File: config.mk
export PLATFORM = sky130hd
export DESIGN_NAME = acc_req_scheduler
export DESIGN_NICKNAME = d
export VERILOG_FILES = /design/src/rtl/cf_math_pkg.sv /design/src/rtl/acc_pkg.sv /design/src/rtl/acc_rr_sel.sv /design/src/rtl/acc_req_scheduler.sv
export SDC_FILE = /design/constraint.sdc
export NUM_CORES = 1
export LEC_CHECK = 0
export BUFFER_PORTS_ARGS = -buffer_cell sky130_fd_sc_hd__buf_2
export CELL_PAD_IN_SITES_DETAIL_PLACEMENT = 0
export CELL_PAD_IN_SITES_GLOBAL_PLACEMENT = 2
export CORE_AREA = 2 2 122 124
export DETAILED_ROUTE_END_ITERATION = 10
export DIE_AREA = 0 0 124 126
export PLACE_DENSITY_LB_ADDON = 0.2
export SKIP_CTS_REPAIR_TIMING = 1
export SYNTH_ARGS = -nofsm -noshare
export SYNTH_HDL_FRONTEND = slang
export SYNTH_SLANG_ARGS = --single-unit
export TNS_END_PERCENT = 10
File: constraint.sdc
create_clock -name clk_i -period 2.3 [get_ports clk_i]
set_input_delay 0.115 -clock clk_i [delete_from_list [all_inputs] [get_ports clk_i]]
set_output_delay 0.115 -clock clk_i [all_outputs]
set_load 0.03 [all_outputs]
File: src/rtl/cf_math_pkg.sv
// Shared math helpers for index and counter sizing.
package cf_math_pkg;

    // Width of an index able to address num_idx items; never narrower than one bit.
    function automatic int unsigned idx_width(input int unsigned num_idx);
        return (num_idx > 32'd1) ? unsigned'($clog2(num_idx)) : 32'd1;
    endfunction

endpackage

File: src/rtl/acc_pkg.sv
// Accelerator offload defaults: requester count, ID extension widths and payload types.
package acc_pkg;

    localparam int unsigned DefaultNumReq         = 2;
    localparam int unsigned DefaultInIdWidth      = 5;
    localparam int unsigned DefaultMaxOutstanding = 4;
    localparam int unsigned DataWidth             = 32;
    localparam int unsigned DefaultExtIdWidth     =
        DefaultInIdWidth + cf_math_pkg::idx_width(DefaultNumReq);

    typedef struct packed {
        logic [DefaultInIdWidth-1:0] id;
        logic [DataWidth-1:0]        data;
    } acc_mst_req_t;

    typedef struct packed {
        logic [DefaultExtIdWidth-1:0] id;
        logic [DataWidth-1:0]         data;
    } acc_slv_req_t;

    typedef struct packed {
        logic [DefaultInIdWidth-1:0] id;
        logic [DataWidth-1:0]        data;
    } acc_mst_rsp_t;

    typedef struct packed {
        logic [DefaultExtIdWidth-1:0] id;
        logic [DataWidth-1:0]         data;
    } acc_slv_rsp_t;

endpackage

File: src/rtl/acc_rr_sel.sv
// Round-robin selector with a grant lock held while the downstream port stalls.
module acc_rr_sel #(
    parameter int unsigned NumReq   = 2,
    parameter int unsigned IdxWidth = 1
) (
    input  logic                clk_i,
    input  logic                rst_ni,
    input  logic [NumReq-1:0]   eligible,
    input  logic                ready,
    output logic                valid,
    output logic [IdxWidth-1:0] grant
);

    logic [IdxWidth-1:0] ptr;
    logic [IdxWidth-1:0] lock_idx;
    logic [IdxWidth-1:0] search_idx;
    logic                locked;
    logic                found;
    int unsigned         idx;

    always_comb begin
        search_idx = ptr;
        found      = 1'b0;
        idx        = 0;
        for (int unsigned k = 0; k < NumReq; k++) begin
            idx = (32'(ptr) + k) % NumReq;
            if (!found && eligible[idx[IdxWidth-1:0]]) begin
                found      = 1'b1;
                search_idx = idx[IdxWidth-1:0];
            end
        end
    end

    assign grant = locked ? lock_idx : search_idx;
    assign valid = locked | found;

    always_ff @(posedge clk_i or negedge rst_ni) begin
        if (!rst_ni) begin
            ptr      <= '0;
            lock_idx <= '0;
            locked   <= 1'b0;
        end else if (valid && ready) begin
            locked <= 1'b0;
            ptr    <= (grant == IdxWidth'(NumReq - 1)) ? '0 : grant + 1'b1;
        end else if (valid) begin
            // Offer stalled: freeze the grant so payload and valid stay stable.
            locked   <= 1'b1;
            lock_idx <= grant;
        end
    end

endmodule

File: src/rtl/acc_req_scheduler.sv
// Shares one accelerator port among NumReq requesters; extends IDs with the requester index.
module acc_req_scheduler import acc_pkg::*; #(
    parameter int unsigned NumReq         = DefaultNumReq,
    parameter int unsigned InIdWidth      = DefaultInIdWidth,
    parameter int unsigned MaxOutstanding = DefaultMaxOutstanding,
    parameter type mst_req_chan_t = acc_mst_req_t,
    parameter type slv_req_chan_t = acc_slv_req_t,
    parameter type mst_rsp_chan_t = acc_mst_rsp_t,
    parameter type slv_rsp_chan_t = acc_slv_rsp_t
) (
    input  logic                       clk_i,
    input  logic                       rst_ni,
    input  mst_req_chan_t [NumReq-1:0] mst_q_i,
    input  logic [NumReq-1:0]          mst_q_valid_i,
    output logic [NumReq-1:0]          mst_q_ready_o,
    output mst_rsp_chan_t [NumReq-1:0] mst_p_o,
    output logic [NumReq-1:0]          mst_p_valid_o,
    input  logic [NumReq-1:0]          mst_p_ready_i,
    output slv_req_chan_t              slv_q_o,
    output logic                       slv_q_valid_o,
    input  logic                       slv_q_ready_i,
    input  slv_rsp_chan_t              slv_p_i,
    input  logic                       slv_p_valid_i,
    output logic                       slv_p_ready_o,
    output logic                       busy_o,
    output logic                       err_o
);

    localparam int unsigned IdxWidth   = cf_math_pkg::idx_width(NumReq);
    localparam int unsigned ExtIdWidth = InIdWidth + IdxWidth;
    localparam int unsigned CntWidth   = $clog2(MaxOutstanding + 1);

    logic [NumReq-1:0][CntWidth-1:0] cnt;
    logic [NumReq-1:0]               eligible;
    logic [NumReq-1:0]               p_hs;
    logic [IdxWidth-1:0]             grant;
    logic [IdxWidth-1:0]             tgt;
    logic                            tgt_ok;
    logic                            tgt_empty;

    acc_rr_sel #(
        .NumReq   (NumReq),
        .IdxWidth (IdxWidth)
    ) i_rr_sel (
        .clk_i    (clk_i),
        .rst_ni   (rst_ni),
        .eligible (eligible),
        .ready    (slv_q_ready_i),
        .valid    (slv_q_valid_o),
        .grant    (grant)
    );

    always_comb begin
        slv_q_o      = '0;
        slv_q_o.id   = {grant, mst_q_i[grant].id};
        slv_q_o.data = mst_q_i[grant].data;
    end

    assign tgt       = slv_p_i.id[ExtIdWidth-1:InIdWidth];
    assign tgt_ok    = {1'b0, tgt} < (IdxWidth + 1)'(NumReq);
    assign tgt_empty = tgt_ok ? (cnt[tgt] == '0) : 1'b1;
    // Unroutable responses are swallowed so the accelerator never deadlocks.
    assign slv_p_ready_o = tgt_ok ? mst_p_ready_i[tgt] : 1'b1;

    always_comb begin
        for (int unsigned i = 0; i < NumReq; i++) begin
            eligible[i]      = mst_q_valid_i[i] & (cnt[i] < CntWidth'(MaxOutstanding));
            mst_q_ready_o[i] = (grant == IdxWidth'(i)) & slv_q_valid_o & slv_q_ready_i;
            mst_p_valid_o[i] = slv_p_valid_i & tgt_ok & (tgt == IdxWidth'(i));
            p_hs[i]          = mst_p_valid_o[i] & mst_p_ready_i[i];
            mst_p_o[i]       = '0;
            mst_p_o[i].id    = slv_p_i.id[InIdWidth-1:0];
            mst_p_o[i].data  = slv_p_i.data;
        end
    end

    always_ff @(posedge clk_i or negedge rst_ni) begin
        if (!rst_ni) begin
            cnt   <= '0;
            err_o <= 1'b0;
        end else begin
            err_o <= slv_p_valid_i & slv_p_ready_o & tgt_empty;
            for (int unsigned i = 0; i < NumReq; i++) begin
                if (mst_q_ready_o[i] && !p_hs[i]) begin
                    cnt[i] <= cnt[i] + 1'b1;
                end else if (p_hs[i] && !mst_q_ready_o[i] && cnt[i] != '0) begin
                    cnt[i] <= cnt[i] - 1'b1;
                end
            end
        end
    end

    always_comb begin
        busy_o = 1'b0;
        for (int unsigned i = 0; i < NumReq; i++) begin
            busy_o = busy_o | (cnt[i] != '0);
        end
    end

endmodule

### Yosys cells after proc, flatten, opt, wreduce, memory -nomap -nowiden

Index checks and enable logic that the tools add are counted.

| word-level totals | value |
|---|---|
| word-level logic and storage cells | 76 |
| output and inout bits | 120 |
| bits in registers | 10 |
| bits of input ports | 120 |

| operators by class | value |
|---|---|
| bitwise logic cells | 17 |
| reductions and logical operators | 20 |
| add/subtract/negate cells | 6 |
| mux-type cells | 21 |
| order comparisons | 6 |

Operators with widths:

| cell | count |
|---|---|
| two-way mux 37 bit | 2 |
| two-way mux 3 bit | 6 |
| two-way mux 1 bit | 13 |
| bitwise AND 1 bit | 12 |
| logical AND 1 bit | 8 |
| < comparator 1 x 2 -> 1 bit, second input constant | 4 |
| adder 3 x 1 -> 3 bit, second input constant | 2 |
| < comparator 3 bit, second input constant | 2 |
| nonzero test 2 bit | 3 |
| nonzero test 3 bit | 2 |
| subtractor 3 x 1 -> 3 bit, second input constant | 2 |
| logical NOT 1 bit | 5 |
| logical NOT 3 bit | 1 |
| NOT 1 bit | 3 |
| adder 1 bit, second input constant | 2 |
| OR 1 bit | 2 |
| AND reduction 2 bit | 1 |

### Logic depth before layout (Yosys ltp)

| logic depth | value |
|---|---|
| depth after elaboration | 17 |
| depth in mapped cells | 8 |
| depth with buffers taken out | 8 |

### Modules after synthesis

A second synthesis with hierarchy kept.

| unflattened totals | value |
|---|---|
| cell total of the unflattened synthesis | 188 |
| area, all modules | 1702.9 µm² |

Modules (own cells, without submodules):

| module | cells an instance | area each (µm²) | seq. area each (µm²) | instances |
|---|---|---|---|---|
| acc_req_scheduler | 172 | 1529.0 | 175.2 | 1 |
| acc_rr_sel | 16 | 173.9 | 75.1 | 1 |

### Least setup slack after synthesis

No wires, ideal clock.

| path | value |
|---|---|
| path type | register to register |
| from | register i_rr_sel.locked |
| to | register cnt[5] (netlist name) |
| path buffers | 0 |
| arrival | 2.399 ns |
| data required time | 2.221 ns |
| setup time | 0.079 ns |
| cell stages (with the launch flop) | 8 |
| period minus slack after synthesis | 2.479 ns |
| path slack | -0.179 ns |
| cells stage by stage | dfrtp_1 nand2b_1 o41ai_4 nand2_1 fa_1 or3_1 mux2i_1 xor2_1 |

| on the way | value |
|---|---|
| cells in the longest elaborated chain, start to end | 7 |
| elaborated cells between the ends (all ways) | 10 |
| classes of those cells | mux (2); bitwise (3); reduce/logical (5) |

Ends and longest elaborated chain:

| element | RTL line | RTL |
|---|---|---|
| from (decl) | acc_rr_sel.sv:17 | `logic locked;` |
| from (signal assigned) | acc_rr_sel.sv:41 | `locked <= 1'b0;` |
| from (signal assigned) | acc_rr_sel.sv:43 | `locked <= 1'b0;` |
| from (signal assigned) | acc_rr_sel.sv:47 | `locked <= 1'b1;` |
| two-way mux 1 bit or OR 1 bit (tied branches) | acc_rr_sel.sv:34, acc_rr_sel.sv:35 |  |
| bitwise AND 1 bit (*) (2 in a row) | acc_req_scheduler.sv:68 | `mst_q_ready_o[i] = (grant == IdxWidth'(i)) & slv_q_valid_o & slv_q_ready_i;` |
| via mst_q_ready_o[1] | acc_req_scheduler.sv:15 | `output logic [NumReq-1:0] mst_q_ready_o,` |
| logical NOT 1 bit | acc_req_scheduler.sv:86 | `end else if (p_hs[i] && !mst_q_ready_o[i] && cnt[i] != '0) begin` |
| logical AND 1 bit (2 in a row) | acc_req_scheduler.sv:86 |  |
| nonzero test 2 bit (no line) | -- |  |
| to (signal, indexed assignment) | acc_req_scheduler.sv:85 | `cnt[i] <= cnt[i] + 1'b1;` |
| to (signal, indexed assignment) | acc_req_scheduler.sv:87 | `cnt[i] <= cnt[i] - 1'b1;` |
| to (decl) | acc_req_scheduler.sv:33 | `logic [NumReq-1:0][CntWidth-1:0] cnt;` |

Mark *: on every way through the listed nets, which the timed path passes. The rest lies on a longest branch.
A chain may end at the register's enable or synchronous reset.

==> impl_metrics.toml <==
[floorplan]
placeableCoreArea_mm2 = 0.0143
floorplan.die_area_mm2 = 0.0156
boundaryPins = 240
row_count = 44
chipWidth_um = 124
floorplan.initialDensity = 0.118
die-height_um = 126

[placed_design]
gp_routability_congestion = 0.618
count_of_buffers_from_port_buffering = 128
dpl.hpwl_um = 4880

[clocking]
numClockSinks = 10
max_clock_buf_depth = 2
clk_pin_slew_worst_paths_ps = 40
clkLatencyLatePin_ps = 240
tritoncts = "done"
htreeDepth = 1
cts_made_buffers = 3
root_buffer_master = "clkbuf_16"

[logic_synthesis]
synth_top_cells_by_count = "buf_4 (75), mux2_2 (39), dfrtp_1 (10), nand2_1 (8), xor2_1 (4)"
synth_cell_types = 31
synthDominantAreaCellType = "buf_4"
synth_warnings = 0
synth_fp_nets = 302
synth_enable_flop_cells = 0
synth.most_common_cell = "buf_4"
syn_inst = 180
synth_seq_cells = 10
postSynthAreaPerCell_um2 = 9.40
synthTopCellsByArea = "buf_4 (33%), mux2_2 (26%), dfrtp_1 (15%), fa_1 (2.4%), xor2_1 (2.1%)"
async_flop_share = 1.00
yosysSeqAreaShare = 0.148
post-synth-top-area-fraction = 0.333
mapped_area_mm2 = 0.00169
dominantRegCellSynth = "dfrtp_1"

[critical_path]
worst-path-max-fanout = 10
timing.setup.critical_path_class = "register to primary output"
timing.critical_path.to_type = "primary output"
worst-endpoint-arrival_ps = 2140
worst_r2r_startpoint = "cnt[2]$_DFFE_PN0P_"
worst_setup_path_startpoint = "cnt[5]$_DFFE_PN0P_"
timing.critical_path.from_type = "register"
critical-path-max-stage-delay_ps = 390
reg2reg_depth = 8
critical_path_required_ps = 2180
crit_chain = "buf_6 -> and2b_2 -> a21oi_2 -> o31ai_4 -> buf_6 -> clkbuf_16 -> mux2_2 -> buf_2"
crit_path_frequent_cell = "buf_6"
critical_path.slowest_cell = "dfrtp_1"

[sta]
finalCriticalPeriod_ps = 2250
timing.final.setup_violations = 0
final.hold.worst_slack_ps = 145
drv_slew = 0
fmax_mhz = 444
grt_setup_unrepaired = "yes"
worst_pin_slew_ps = 505
setup_tns_ps = 0
worst_slew_margin = 0.661
fin_skew_ps = 4.51
final-hold-violation-count = 0
final_min_period_over_clock_period = 0.978

[finish]
num_antenna_cells = 0
layout.core_utilization = 0.179
synthToLayoutAreaGrowth_pct = 51.4
layout-drive-gt1-share = 0.781
fin_nets = 374

[run]
cap_violations = 0

[worst_hold_path]
worst_hold_startpoint = "slv_q_ready_i"
hold_path.class = "primary input to register"
hold_path_depth = 2

[route]
drt_iter0_drc = 27
detail_route.first_pass.iterations = 4
ant_nets = 0
drt-total-wl_um = 6370
vias = 1436
remaining_drc_errors = 0
via_per_inst = 3.30
wire_per_inst_um = 14.6

[grt]
via_count_of_the_first_global_routing_pass = 1385
grt_pass1_wl_um = 7650
grt_max_degree = 21
grt_antenna_before_repair = 0
overflow = 0
track_usage = 0.0661

[power_and_ir_drop]
ir_drop_mv = 0.288
total_power_mw = 3.54
cellPowerDensity_mw_per_mm2 = 1380
p_leak_nw = 1.29

[run_status]
run_status = "complete, no violations"
[logic make-up (layout without fill, tap and decap cells)]
kind of cell             count (synthesis)  in the layout  share of synthesized area
multiplexers                            43             43                      0.287
XOR/XNOR                                 6              6                     0.0310
AND/OR/NAND/NOR                         28             28                     0.0909
AO/OA/AOI/OAI                            9              9                     0.0613
adder cells (fa/ha/maj)                  2              2                     0.0237
buffers and inverters                   82            153                      0.358
flip-flops                              10             10                      0.148
[metal layers]
metal,wire length (µm),vias to the layer above,GRT usage
li1,-,674,-
met2,2950,93,0.111
met4,227,0,0.0370
met3,594,31,0.0159
met5,0,-,0
met1,2590,638,0.0759
[registers in the layout (all words and copies together) (netlist names)]
name / count
err_o: 1
i_rr_sel.locked: 1
cnt: 6
i_rr_sel.lock_idx: 1
i_rr_sel.ptr: 1
[placed cells by master (no fill, tap or decap), types with 2 or more instances in the layout]
cell type and instances:
a22o_1 2, and2_1 2, buf_12 2, buf_2 100, buf_4 8, buf_6 32
clkbuf_16 6, dfrtp_1 10, inv_1 3, mux2_2 16, mux2_4 24, mux2i_1 2
nand2_1 8, nand2b_1 2, nand3_1 3, nor2_1 3, nor2b_1 2, nor3_1 2
or3_1 2, xnor2_1 2, xor2_1 4
[cell type report]
cell class,count,area [µm²]
fillers,1610,11800
well taps,184,230
flip-flops and latches,10,250
multi-input cells,88,937
inverters,3,11.3
repair buffers,146,1050
clock buffers,4,88.8
[through the flow]
step	worst slack (ps)	cell area (µm²)	std cells
3_5_place_dp	111	2060	422
6_report	50.0	2560	435
5_1_grt	-44.5	2560	435
3_3_place_gp	112	2060	422
2_1_floorplan	-179	1690	180
4_1_cts	-107	2150	426
[path summary, 6_finish.rpt]
path,to,slack [ps]
setup / recovery,slv_q_o[24],50
hold / removal,i_rr_sel.locked$_DFFE_PN0P_,150
setup reg to reg,cnt[2]$_DFFE_PN0P_,140
hold reg to reg,cnt[3]$_DFFE_PN0P_,540
max in group asynchronous,cnt[2]$_DFFE_PN0P_,1810
min in group asynchronous,cnt[4]$_DFFE_PN0P_,280
[critical path, delay by kind of cell (launching register included)]
family	cells	cell delay (ps)
AOI/OAI and AO/OA	2	350
and+or+nand+nor	1	220
buffers and inverters	4	600
muxes	1	330
DFF	1	390
[power breakdown]
part	internal, mW	leakage [nW]	switching [mW]
combinational	1.44	1.12	1.42
clock	0.262	0.0442	0.0857
sequential	0.257	0.121	0.0737
Note: power is estimated with default switching activity, not from simulation.
